--- src/rtl/mips_16_defs.sv ---
// Shared register-file geometry for the mips_16 core.
package mips_16_defs;

  localparam int REG_ADDR_W = 3;
  localparam int DATA_W     = 16;
  localparam int REG_COUNT  = 8;

  typedef logic [REG_ADDR_W-1:0] reg_addr_t;
  typedef logic [DATA_W-1:0]     reg_data_t;

  localparam reg_addr_t ZERO_REG = 3'd0;

  function automatic logic [REG_COUNT-1:0] reg_onehot(input reg_addr_t addr);
    logic [REG_COUNT-1:0] v;
    v = '0;
    v[addr] = 1'b1;
    return v;
  endfunction

endpackage

--- src/rtl/wb_arbiter_if.sv ---
// Write-back bus between the pipeline, the long-latency unit and the register file.
// The pend_mask signal exists only when WB_PEND_MASK_EN is defined.
interface wb_arbiter_if;
  import mips_16_defs::*;

  logic      wb_write_en;
  reg_addr_t wb_write_dest;
  reg_data_t wb_write_data;
  logic      lu_valid;
  reg_addr_t lu_dest;
  reg_data_t lu_data;
  logic      lu_ready;
  logic      reg_write_en;
  reg_addr_t reg_write_dest;
  reg_data_t reg_write_data;
`ifdef WB_PEND_MASK_EN
  logic [REG_COUNT-1:0] pend_mask;

  modport slave (
    input  wb_write_en, wb_write_dest, wb_write_data,
    input  lu_valid, lu_dest, lu_data,
    output lu_ready,
    output reg_write_en, reg_write_dest, reg_write_data,
    output pend_mask
  );

  modport master (
    output wb_write_en, wb_write_dest, wb_write_data,
    output lu_valid, lu_dest, lu_data,
    input  lu_ready,
    input  reg_write_en, reg_write_dest, reg_write_data,
    input  pend_mask
  );
`else
  modport slave (
    input  wb_write_en, wb_write_dest, wb_write_data,
    input  lu_valid, lu_dest, lu_data,
    output lu_ready,
    output reg_write_en, reg_write_dest, reg_write_data
  );

  modport master (
    output wb_write_en, wb_write_dest, wb_write_data,
    output lu_valid, lu_dest, lu_data,
    input  lu_ready,
    input  reg_write_en, reg_write_dest, reg_write_data
  );
`endif

endinterface

--- src/rtl/wb_result_fifo.sv ---
// In-order queue of long-latency results with squash-by-destination.
// With WB_PEND_MASK_EN defined it also decodes the pending-destination mask.
module wb_result_fifo
  import mips_16_defs::*;
#(
  parameter int DEPTH = 2
) (
  input  logic                   clk,
  input  logic                   rst_n,
  input  logic                   push,
  input  reg_addr_t              push_dest,
  input  reg_data_t              push_data,
  input  logic                   pop,
  input  logic                   squash,
  input  reg_addr_t              squash_dest,
  output logic                   head_valid,
  output reg_addr_t              head_dest,
  output reg_data_t              head_data,
  output logic [$clog2(DEPTH):0] count,
  output logic                   full,
  output logic                   empty
`ifdef WB_PEND_MASK_EN
  ,
  output logic [REG_COUNT-1:0]   pend_mask
`endif
);

  localparam int PW = $clog2(DEPTH);
  localparam int CW = PW + 1;

  logic      ent_valid [DEPTH];
  reg_addr_t ent_dest  [DEPTH];
  reg_data_t ent_data  [DEPTH];
  logic [PW-1:0] wr_ptr;
  logic [PW-1:0] rd_ptr;

  // Pop clears the head slot; push never targets the head unless the queue is empty.
  always_ff @(posedge clk or negedge rst_n) begin
    if (!rst_n) begin
      wr_ptr <= '0;
      rd_ptr <= '0;
      count  <= '0;
      for (int i = 0; i < DEPTH; i++) begin
        ent_valid[i] <= 1'b0;
        ent_dest[i]  <= ZERO_REG;
        ent_data[i]  <= '0;
      end
    end else begin
      for (int i = 0; i < DEPTH; i++) begin
        if (squash && ent_valid[i] && (ent_dest[i] == squash_dest))
          ent_valid[i] <= 1'b0;
      end
      if (pop) begin
        ent_valid[rd_ptr] <= 1'b0;
        rd_ptr            <= rd_ptr + 1'b1;
      end
      if (push) begin
        ent_valid[wr_ptr] <= 1'b1;
        ent_dest[wr_ptr]  <= push_dest;
        ent_data[wr_ptr]  <= push_data;
        wr_ptr            <= wr_ptr + 1'b1;
      end
      case ({push, pop})
        2'b10:   count <= count + 1'b1;
        2'b01:   count <= count - 1'b1;
        default: count <= count;
      endcase
    end
  end

  assign head_valid = ent_valid[rd_ptr];
  assign head_dest  = ent_dest[rd_ptr];
  assign head_data  = ent_data[rd_ptr];
  assign full       = (count == CW'(DEPTH));
  assign empty      = (count == '0);

`ifdef WB_PEND_MASK_EN
  always_comb begin
    pend_mask = '0;
    for (int i = 0; i < DEPTH; i++) begin
      if (ent_valid[i])
        pend_mask = pend_mask | reg_onehot(ent_dest[i]);
    end
  end
`endif

endmodule

--- src/rtl/wb_arbiter.sv ---
// Merges pipeline write-back and queued long-latency results onto one register-file port.
// Define WB_PEND_MASK_EN to export the pending-destination mask.
module wb_arbiter
  import mips_16_defs::*;
#(
  parameter int LU_DEPTH = 2
) (
  input logic         clk,
  input logic         rst_n,
  wb_arbiter_if.slave bus
);

  logic      eff_wb;
  logic      push;
  logic      pop;
  logic      drain_write;
  logic      fifo_head_valid;
  reg_addr_t fifo_head_dest;
  reg_data_t fifo_head_data;
  logic      fifo_full;
  logic      fifo_empty;
  logic [$clog2(LU_DEPTH):0] fifo_count;
  logic      unused_count;

  assign eff_wb = bus.wb_write_en && (bus.wb_write_dest != ZERO_REG);

  // A same-cycle pipeline write to the same register is younger, so the lu result is dropped.
  assign push = bus.lu_valid && bus.lu_ready && (bus.lu_dest != ZERO_REG)
             && !(eff_wb && (bus.lu_dest == bus.wb_write_dest));

  assign pop         = !fifo_empty && !eff_wb;
  assign drain_write = pop && fifo_head_valid;
  assign bus.lu_ready = !fifo_full;
  assign unused_count = ^fifo_count;

  wb_result_fifo #(.DEPTH(LU_DEPTH)) u_fifo (
    .clk         (clk),
    .rst_n       (rst_n),
    .push        (push),
    .push_dest   (bus.lu_dest),
    .push_data   (bus.lu_data),
    .pop         (pop),
    .squash      (eff_wb),
    .squash_dest (bus.wb_write_dest),
    .head_valid  (fifo_head_valid),
    .head_dest   (fifo_head_dest),
    .head_data   (fifo_head_data),
    .count       (fifo_count),
    .full        (fifo_full),
    .empty       (fifo_empty)
`ifdef WB_PEND_MASK_EN
    ,
    .pend_mask   (bus.pend_mask)
`endif
  );

  always_ff @(posedge clk or negedge rst_n) begin
    if (!rst_n) begin
      bus.reg_write_en   <= 1'b0;
      bus.reg_write_dest <= ZERO_REG;
      bus.reg_write_data <= '0;
    end else begin
      bus.reg_write_en <= eff_wb || drain_write;
      if (eff_wb) begin
        bus.reg_write_dest <= bus.wb_write_dest;
        bus.reg_write_data <= bus.wb_write_data;
      end else if (drain_write) begin
        bus.reg_write_dest <= fifo_head_dest;
        bus.reg_write_data <= fifo_head_data;
      end
    end
  end

endmodule

--- src/flat_wrapper.sv ---
// flat-port wrapper written by rule: the top's interface ports become plain ports
module wb_arbiter_flat import mips_16_defs::*;
#(
  parameter int LU_DEPTH = 2
)
  (clk, rst_n, bus_wb_write_en, bus_wb_write_dest, bus_wb_write_data, bus_lu_valid, bus_lu_dest, bus_lu_data, bus_lu_ready, bus_reg_write_en, bus_reg_write_dest, bus_reg_write_data);
  wb_arbiter_if bus_i ();
  input logic clk;
  input logic rst_n;
  input wire logic [$bits(bus_i.wb_write_en)-1:0] bus_wb_write_en;
  input wire logic [$bits(bus_i.wb_write_dest)-1:0] bus_wb_write_dest;
  input wire logic [$bits(bus_i.wb_write_data)-1:0] bus_wb_write_data;
  input wire logic [$bits(bus_i.lu_valid)-1:0] bus_lu_valid;
  input wire logic [$bits(bus_i.lu_dest)-1:0] bus_lu_dest;
  input wire logic [$bits(bus_i.lu_data)-1:0] bus_lu_data;
  output wire logic [$bits(bus_i.lu_ready)-1:0] bus_lu_ready;
  output wire logic [$bits(bus_i.reg_write_en)-1:0] bus_reg_write_en;
  output wire logic [$bits(bus_i.reg_write_dest)-1:0] bus_reg_write_dest;
  output wire logic [$bits(bus_i.reg_write_data)-1:0] bus_reg_write_data;
  assign bus_i.wb_write_en = bus_wb_write_en;
  assign bus_i.wb_write_dest = bus_wb_write_dest;
  assign bus_i.wb_write_data = bus_wb_write_data;
  assign bus_i.lu_valid = bus_lu_valid;
  assign bus_i.lu_dest = bus_lu_dest;
  assign bus_i.lu_data = bus_lu_data;
  assign bus_lu_ready = bus_i.lu_ready;
  assign bus_reg_write_en = bus_i.reg_write_en;
  assign bus_reg_write_dest = bus_i.reg_write_dest;
  assign bus_reg_write_data = bus_i.reg_write_data;
  wb_arbiter #(.LU_DEPTH(LU_DEPTH)) u_core (.clk(clk), .rst_n(rst_n), .bus(bus_i));
endmodule
--- config.mk ---
export PLATFORM = sky130hd
export DESIGN_NAME = wb_arbiter_flat
export DESIGN_NICKNAME = d
export VERILOG_FILES = /design/src/rtl/mips_16_defs.sv /design/src/rtl/wb_arbiter_if.sv /design/src/rtl/wb_result_fifo.sv /design/src/rtl/wb_arbiter.sv /design/src/flat_wrapper.sv
export SDC_FILE = /design/constraint.sdc
export NUM_CORES = 1
export LEC_CHECK = 0
export BUFFER_PORTS_ARGS = -buffer_cell sky130_fd_sc_hd__buf_2
export CORE_UTILIZATION = 49
export DETAILED_ROUTE_END_ITERATION = 7
export MAX_ROUTING_LAYER = met4
export PLACE_DENSITY_LB_ADDON = 0.3
export SYNTH_ARGS = -nofsm -noshare
export SYNTH_HDL_FRONTEND = slang
export SYNTH_SLANG_ARGS = --single-unit
--- constraint.sdc ---
create_clock -name clk -period 1.6 [get_ports clk]
set_clock_uncertainty 0.2 [all_clocks]
set_input_delay 0.08 -clock clk [delete_from_list [all_inputs] [get_ports clk]]
set_output_delay 0.08 -clock clk [all_outputs]
set_load 0.005 [all_outputs]
-- Word level (Yosys, flattened, before mapping)
Index checks and enable logic that the tools add are counted.
- output and inout bits: 21
- logic and storage cells: 82
- input port bits: 42
- register bits after elaboration: 64
- mux-type cells: 28
- $add $sub $neg: 4
- bitwise operators: 5
- order comparisons: 4
- reductions and logical operators: 23
- equal/unequal tests: 6
- operator list (kind ; number):
    16-bit two-way mux ; 6
    32-bit bitwise mux ; 1
    3-bit two-way mux ; 6
    16-bit demux with 1-bit select ; 1
    1-bit logical AND ; 13
    3-bit == test ; 3
    1-bit two-way mux ; 7
    6-bit bitwise mux ; 1
    3-bit nonzero test ; 2
    2-bit == test, second input constant ; 2
    2-bit >= comparator, second input constant ; 2
    1-bit logical NOT ; 4
    2-bit by 1-bit < comparator with 1-bit output, second input constant ; 2
    2-bit two-way mux ; 2
    1-bit inverter with 2-bit output ; 2
    2-bit case mux with 2 select lines ; 1
    2-bit nonzero test ; 2
    3-bit demux with 1-bit select ; 1
    1-bit adder, second input constant ; 2
    2-bit by 1-bit adder with 2-bit output, second input constant ; 1
    2-bit AND ; 1
    1-bit demux with 1-bit select ; 2
    2-bit by 1-bit == test with 1-bit output, second input constant ; 1
    2-bit logical NOT ; 1
    other kinds (4) ; 4

-- Logic depth before layout (Yosys ltp)
Gate-level depths: netlist of the first run.
- depth after elaboration: 10
- gate-level depth with buffers: 8
- mapped depth without buffers: 7

-- Modules after synthesis
From an unflattened synthesis of the first run, not the netlist that was laid out.
- cells, all modules: 225
- area, all modules: 3015.4 µm²
- modules (own cells, without submodules) (module ; cells each ; times used ; area each (µm²)):
    wb_result_fifo ; 131 ; 1 ; 1983.2
    wb_arbiter ; 94 ; 1 ; 1032.2

-- Worst setup path after synthesis of the first run
Ideal clock, no wire load.
- path type: reg-to-reg
- start: register u_core.u_fifo.count[0]
- end: register u_core.u_fifo.count[1]
- arrival time: 1.423 ns
- period minus slack after synthesis: 1.702 ns
- library setup time: 0.079 ns
- slack: -0.102 ns
- stages on the path, launching flop included: 7
- path buffers: 0
- required time: 1.321 ns
- path through: dfrtp_1 nand2b_1 o311a_1 o21ai_0 ha_1 nor2_1 xor2_1
- cells in the longest elaborated chain, start to end: 7
- elaborated cells on any way between the ends: 14
- classes of those cells: add/sub: 2; eq/ne: 3; mux: 1; reduce/logical: 8
- RTL lines (element ; line ; source):
    from (decl) ; wb_result_fifo.sv:19 ; output logic [$clog2(DEPTH):0] count,
    from (signal assigned) ; wb_result_fifo.sv:64 ; 2'b10: count <= count + 1'b1;
    from (signal assigned) ; wb_result_fifo.sv:65 ; 2'b01: count <= count - 1'b1;
    from (signal assigned) ; wb_result_fifo.sv:66 ; default: count <= count;
    2-bit == test * ; wb_result_fifo.sv:74 ; assign full = (count == CW'(DEPTH));
    1-bit logical NOT * ; wb_arbiter.sv:33 ; assign bus.lu_ready = !fifo_full;
    via bus_lu_ready ; flat_wrapper.sv:16 ; output wire logic [$bits(bus_i.lu_ready)-1:0] bus_lu_ready;
    1-bit logical AND * (2 in a row) ; wb_arbiter.sv:28 ; assign push = bus.lu_valid && bus.lu_ready && (bus.lu_dest != ZERO_REG)
    1-bit logical AND * ; wb_arbiter.sv:29 ; && !(eff_wb && (bus.lu_dest == bus.wb_write_dest));
    2-bit by 1-bit == test with 1-bit output or 2-bit == test (tied branches) ; wb_result_fifo.sv:63 ; case ({push, pop})
    2-bit case mux with 2 select lines or 2-bit nonzero test (tied branches) ; - ;
The timed path passes the listed nets; every way through them passes the cells marked *.
A chain may end at the register's enable or synchronous reset.

-- Final worst setup path of the first run
- start: register u_core.u_fifo.count[1]
- end: register u_core.u_fifo.ent_data[15] in the netlist's numbering
- cells in the longest elaborated chain, start to end: 5
- RTL lines (element ; line ; source):
    2-bit == test ; wb_result_fifo.sv:74 ;
    1-bit logical NOT ; wb_arbiter.sv:33 ;
    1-bit logical AND (2 in a row) ; wb_arbiter.sv:28 ;
    1-bit logical AND ; wb_arbiter.sv:29 ;
    to (signal, indexed assignment) ; wb_result_fifo.sv:60 ; ent_data[wr_ptr] <= push_data;
    to (decl) ; wb_result_fifo.sv:33 ; reg_data_t ent_data [DEPTH];
Every way passes these cells.

==> results of run 1 <==
==> logic make-up after synthesis <==
family | Yosys count
adder cells (fa/ha/maj) | 1
AO/OA/AOI/OAI | 30
AND/OR/NAND/NOR | 28
XOR/XNOR | 14
multiplexers | 76
buffers and inverters | 16
flip-flops | 64
==> sequential cells by signal (all words and copies together) (netlist names) <==
signal / flops
u_core.bus.reg_write_en: 1
u_core.u_fifo.ent_data: 32
u_core.u_fifo.wr_ptr: 1
u_core.u_fifo.ent_valid: 2
u_core.u_fifo.rd_ptr: 1
u_core.bus.reg_write_data: 16
u_core.u_fifo.count: 2
u_core.bus.reg_write_dest: 3
u_core.u_fifo.ent_dest: 6
==> critical path: stages (launching register included) <==
cell and delay (ps):
dfrtp_2 440, nand2b_4 80, o311a_4 200, o211a_4 210, clkbuf_16 170, mux2_4 290
==> power breakdown <==
part / switching (mW) / internal (mW)
combinational: 1.56 / 2.65
sequential: 0.549 / 2.44
clock: 0.680 / 0.925
==> repair_timing <==
| action | CTS | global route |
|---|---|---|
| setup buffers | 7 | 0 |
| gates resized for setup | 8 | 31 |
| endpoints found under the hold margin | 121 | 0 |
| cloned | 0 | 1 |
| pin swaps | 5 | 2 |
| endpoints found under the setup margin | 59 | 59 |
| hold buffers | 40 | 0 |
==> routing by layer <==
layer,up-vias,track usage [%]
li1,1062,-
met1,1115,31.36
met2,56,42.02
met3,17,5.169
met4,0,11.07
met5,-,-
==> area by class of cell <==
type	instances	area (µm²)
flip-flops and latches	64	1603
inverters	1	3.754
repair buffers	131	1045
clock inverters	6	90.09
clock buffers	10	137.6
well taps	75	93.84
multi-input cells	149	1521
fillers	389	1461
==> through the flow <==
step / setup TNS, ps / worst slack (ps) / power [mW]
2_1_floorplan: -3148 / -83.86 / 5.435
3_3_place_gp: -10200 / -231.5 / 6.251
3_5_place_dp: -10610 / -258.6 / 6.379
4_1_cts: -2543 / -88.07 / 8.464
5_1_grt: -6107 / -156.2 / 9.331
6_report: -3358 / -108.6 / 8.808
==> worst min-delay path by stage <==
| stage | endpoint | start | slack, ps |
|---|---|---|---|
| after floorplan | u_core.bus.reg_write_data[0] | rst_n | -420 |
| after global placement | u_core.u_fifo.count[1] | rst_n | -210 |
| after detailed placement | u_core.u_fifo.count[1] | rst_n | -210 |
| after CTS | u_core.bus.reg_write_en | bus_wb_write_en | 30 |
| after global routing | u_core.u_fifo.wr_ptr | bus_lu_valid | 80 |
| final | u_core.u_fifo.wr_ptr | bus_lu_valid | 70 |
==> placed cells by master (no fill, tap or decap), drive strengths merged, types with 2 or more instances in the layout <==
cell	instances
clkbuf	11
inv	2
mux2i	20
nand2	20
buf	90
xnor2	9
nor2	4
o21ai	21
bufinv	2
dfrtp	64
mux2	56
dlygate4sd3	40
xor2	5
clkinv	2
==> reports/metrics.csv, run 1 <==
metric,value,unit
drv_cap,0,
synthCells,229,
dp_cells,372,
synth.mux.area_fraction,29.50,%
finalWeightedCongestion,0.7558,
placed_area,3652,µm²
path_class,flop to flop,
synth-async-reset-ratio,100.0,%
numCtsBuffers,9,
grt-ovfl-total,0,
area_delta_synth_final,46.97,%
synth_compound_area_share,6.424,%
via_per_inst,5.161,
wl_met1,3.275,mm
fin_nets,399,
clk_path_buf_depth,2,
maxSlewViolCount,0,
dp_hpwl,4.111,mm
regToRegStartpoint,u_core.u_fifo.count[1],
crit-reg2reg-capture,u_core.u_fifo.ent_data[15],
fin_area,4494,µm²
yosysWarningCount,0,
crit_fanout,6,
yosysTopAreaCell,dfrtp_1,
met3WireLength,223,µm
cts.sinks,64,
drt-initial-drc-count,89,
irDropWorstVdd,0.001303,V
syn_avg_cell_area,13.35,µm²
start_util,51.34,%
synth.area.top_cells,"dfrtp_1, mux2_4, mux2_2",
hold_violations,0,
wl_per_cell,16.86,µm
rrSetupSlack,-110,ps
drc,0,
max-slew-margin-rel,62.44,%
final_antenna_net_count,0,
core_area,5956,µm²
timing.fmax,585.3,MHz
instances_no_fill,436,
die_width,81.00,µm
highest_layer,met4,
synth.most_common_cell,dfrtp_1,
synth_xor_area_share,4.010,%
die-area,6560,µm²
rsz0062_at_grt,yes,
cts_tree,built,
synth_top_family_by_area,multiplexers,
ios,63,
dr.pass1.iters,6,
antenna_found_initial,0,
port_buffers,62,
cp-start-kind,flop,
die_h,81.00,µm
dr_wl_met2,3.676,mm
crit_arrival,1740,ps
hold_class,input port to flop,
ys_ff_latch,64,
power_density,1960,nW/µm²
grt_pass1_vias,2439,
status,finished with violations,
period_share,106.8,%
clk_pin_slew,70,ps
h-tree-depth,3,
synth_edf_count,0,
crit_path_start,u_core.u_fifo.count[1],
synth_cell_types,33,
synth-simple-area-share,4.010,%
clock-root-buffer,clkbuf_8,
tightest_slew,561.5,ps
row_count,28,
ys_seq_area_share,52.37,%
cp.required,1630,ps
hold_depth,5,
setup_viol,39,
whs,66.61,ps
r2r_cells,5,
num_vias,2250,
synth_common_cells,"dfrtp_1, mux2_2, mux2i_1, nand2_1, o21ai_0",
endpoint_kind,flop,
post-route-min-period,1709,ps
clock_latency,340,ps
synth_top_area_share,52.37,%
drive_above_1_share,51.52,%
failed_checks,negative setup slack,
endpoint,u_core.u_fifo.ent_data[15],
total_leakage_power,2.118,nW
n_antenna_cell,0,
synthAdderAreaFrac,0.4092,%
synth_area,3058,µm²
timing.final.ws_setup,-108.6,ps
ys.flop_type,dfrtp_1,
grt_max_degree,54,
final_util,75.46,%
wirelength,7.351,mm
syn_nets,272,
grt_pass1_wl,12.06,mm
grtUsageTotal,25.88,%
(Power assumes the default switching activity.)
==> inputs of run 2 (changes only) <==
==> constraint.sdc (replaced) <==
create_clock -name clk -period 1.4 [get_ports clk]
set_clock_uncertainty 0.2 [all_clocks]
set_input_delay 0.07 -clock clk [delete_from_list [all_inputs] [get_ports clk]]
set_output_delay 0.07 -clock clk [all_outputs]
set_load 0.005 [all_outputs]
==> reports/metrics.csv, run 2 (same netlist as run 1, synthesis figures left out) <==
metric,value,unit
hold_violations,11,
reg.largest.list,"u_core.u_fifo.ent_data x32, u_core.bus.reg_write_data x16, u_core.u_fifo.ent_dest x6",
whs,-27.29,ps
p_seq_share,33.3,%
fin_area,4544,µm²
timing.final.ws_setup,-313.0,ps
dp_cells,381,
drive_above_1_share,51.65,%
final_util,76.30,%
swShare,31.23,%
tightest_slew,408.7,ps
timing.fmax,583.8,MHz
grtUsageMet3,6.292,%
grt-busiest-layer,met2,
most-common-layout-cells,"buf_2, dfrtp_1, dlygate4sd3_1, mux2_4, buf_4",
intPower,7.049,mW
place_ws,-320.7,ps
drv_cap,0,
switchingPower,3.201,mW
cp-start-kind,flop,
numCtsBuffers,9,
wirelength,7.298,mm
post-route-min-period,1713,ps
max-slew-margin-rel,72.75,%
hold_class,input port to async pin,
drt-initial-drc-count,80,
crit_chain,nand2b_4 > o311a_4 > o211ai_1 > buf_12 > mux2_4,
failed_checks,"negative hold slack, negative setup slack",
port_buffers,62,
num_vias,2226,
clk_pin_slew,80,ps
cts.sinks,64,
endpoint_kind,flop,
rsz0062_at_grt,yes,
period_share,122.4,%
placed_area,3745,µm²
die_h,81.00,µm
clock_power_share,19.3,%
finalWeightedCongestion,0.7608,
h-tree-depth,3,
core_area,5956,µm²
die_width,81.00,µm
crit_fanout,20,
power_density,2255,nW/µm²
antenna_found_initial,0,
status,finished with violations,
row_count,28,
cts_tree,built,
wl_per_cell,16.62,µm
path_class,flop to flop,
die-area,6560,µm²
irDropWorstVdd,0.001225,V
cts_hold_buf,39,
clock-root-buffer,clkbuf_8,
clk_path_buf_depth,2,
maxSlewViolCount,0,
crit_path_max_incr_delay,440,ps
total_leakage_power,2.143,nW
dr.pass1.iters,4,
n_antenna_cell,0,
dp_hpwl,4.267,mm
max_flop_register,u_core.u_fifo.ent_data,
grtUsageTotal,25.67,%
critPathTopFamily,flip-flops,
grt_pass1_vias,2379,
setup_viol,61,
grt_max_degree,38,
via_per_inst,5.071,
final_antenna_net_count,0,
instances_no_fill,439,
nFillCells,360,
cp_slowest_cell,dfrtp_2,
pwr-share-comb,47.4,%
p_total,10.25,mW
grt_use_met1,31.80,%
start_util,51.34,%
met2_usage,40.17,%
crit_arrival,1730,ps
setup_tns,-16790,ps
drc,0,
cp.required,1420,ps
fin_nets,402,
ios,63,
cp_num_buf_inv,1,
grt_pass1_wl,11.83,mm
largest_register_ffs,32,
grt-ovfl-total,0,
clock_latency,340,ps
area_delta_synth_final,48.61,%
-- run 2: changes by cell type in the layout (fill, tap and decap cells not counted), moves of 2 or more --
cell	previous run	this run
buf_4	19	23
buf_6	1	3
mux2i_1	13	16
mux2i_2	7	3
o21ai_0	2	0
o21ai_4	0	2
-- run 2: layout make-up --
| class | count | area [µm²] | area share, % |
|---|---|---|---|
| Sequential cell | 64 | 1604 | 35.30 |
| Clock inverter | 6 | 115.1 | 2.533 |
| Clock buffer | 10 | 137.6 | 3.029 |
| Tap cell | 75 | 93.84 | 2.065 |
| Multi-Input combinational cell | 149 | 1543 | 33.95 |
| Inverter | 1 | 3.754 | 0.08260 |
| Timing Repair Buffer | 134 | 1047 | 23.05 |
-- run 2: repair_timing --
action	4_1_cts	5_1_grt
resized for setup	14	32
endpoints found under the setup margin	62	64
cloned	1	0
pin swaps	3	6
hold endpoints to repair	121	1
buffers inserted	4	1
-- run 2: power groups by stage --
stage                     Combinational [mW]  Clock, mW  Sequential, mW
final                                   4.86       1.98            3.41
after global routing                    5.19       2.09            3.52
after CTS                               4.63       2.02            3.36
after detailed placement                4.24          0            3.35
after global placement                  4.13          0            3.32
after floorplan                         2.96          0            3.25
-- run 2: metal layers --
layer | wire length [µm] | part of all wire, % | up-vias
met5 | 0 | 0 | -
met3 | 194 | 2.7 | 10
met2 | 3669 | 50 | 39
li1 | - | - | 1073
met1 | 3322 | 46 | 1104
met4 | 112 | 1.5 | 0
-- run 2: worst paths after layout --
kind	start	endpoint	slack, ps	depth (start not counted)
min in group clk	bus_wb_write_en	u_core.bus.reg_write_en	0	4
setup reg to reg	u_core.u_fifo.count[1]	u_core.u_fifo.ent_data[17]	-310	5
hold reg to reg	u_core.u_fifo.ent_data[28]	u_core.u_fifo.ent_data[28]	310	1
hold / removal	rst_n	u_core.bus.reg_write_data[3]	-30	2
max in group asynchronous	rst_n	u_core.u_fifo.rd_ptr	550	3
setup / recovery	u_core.u_fifo.count[1]	u_core.u_fifo.ent_data[17]	-310	5
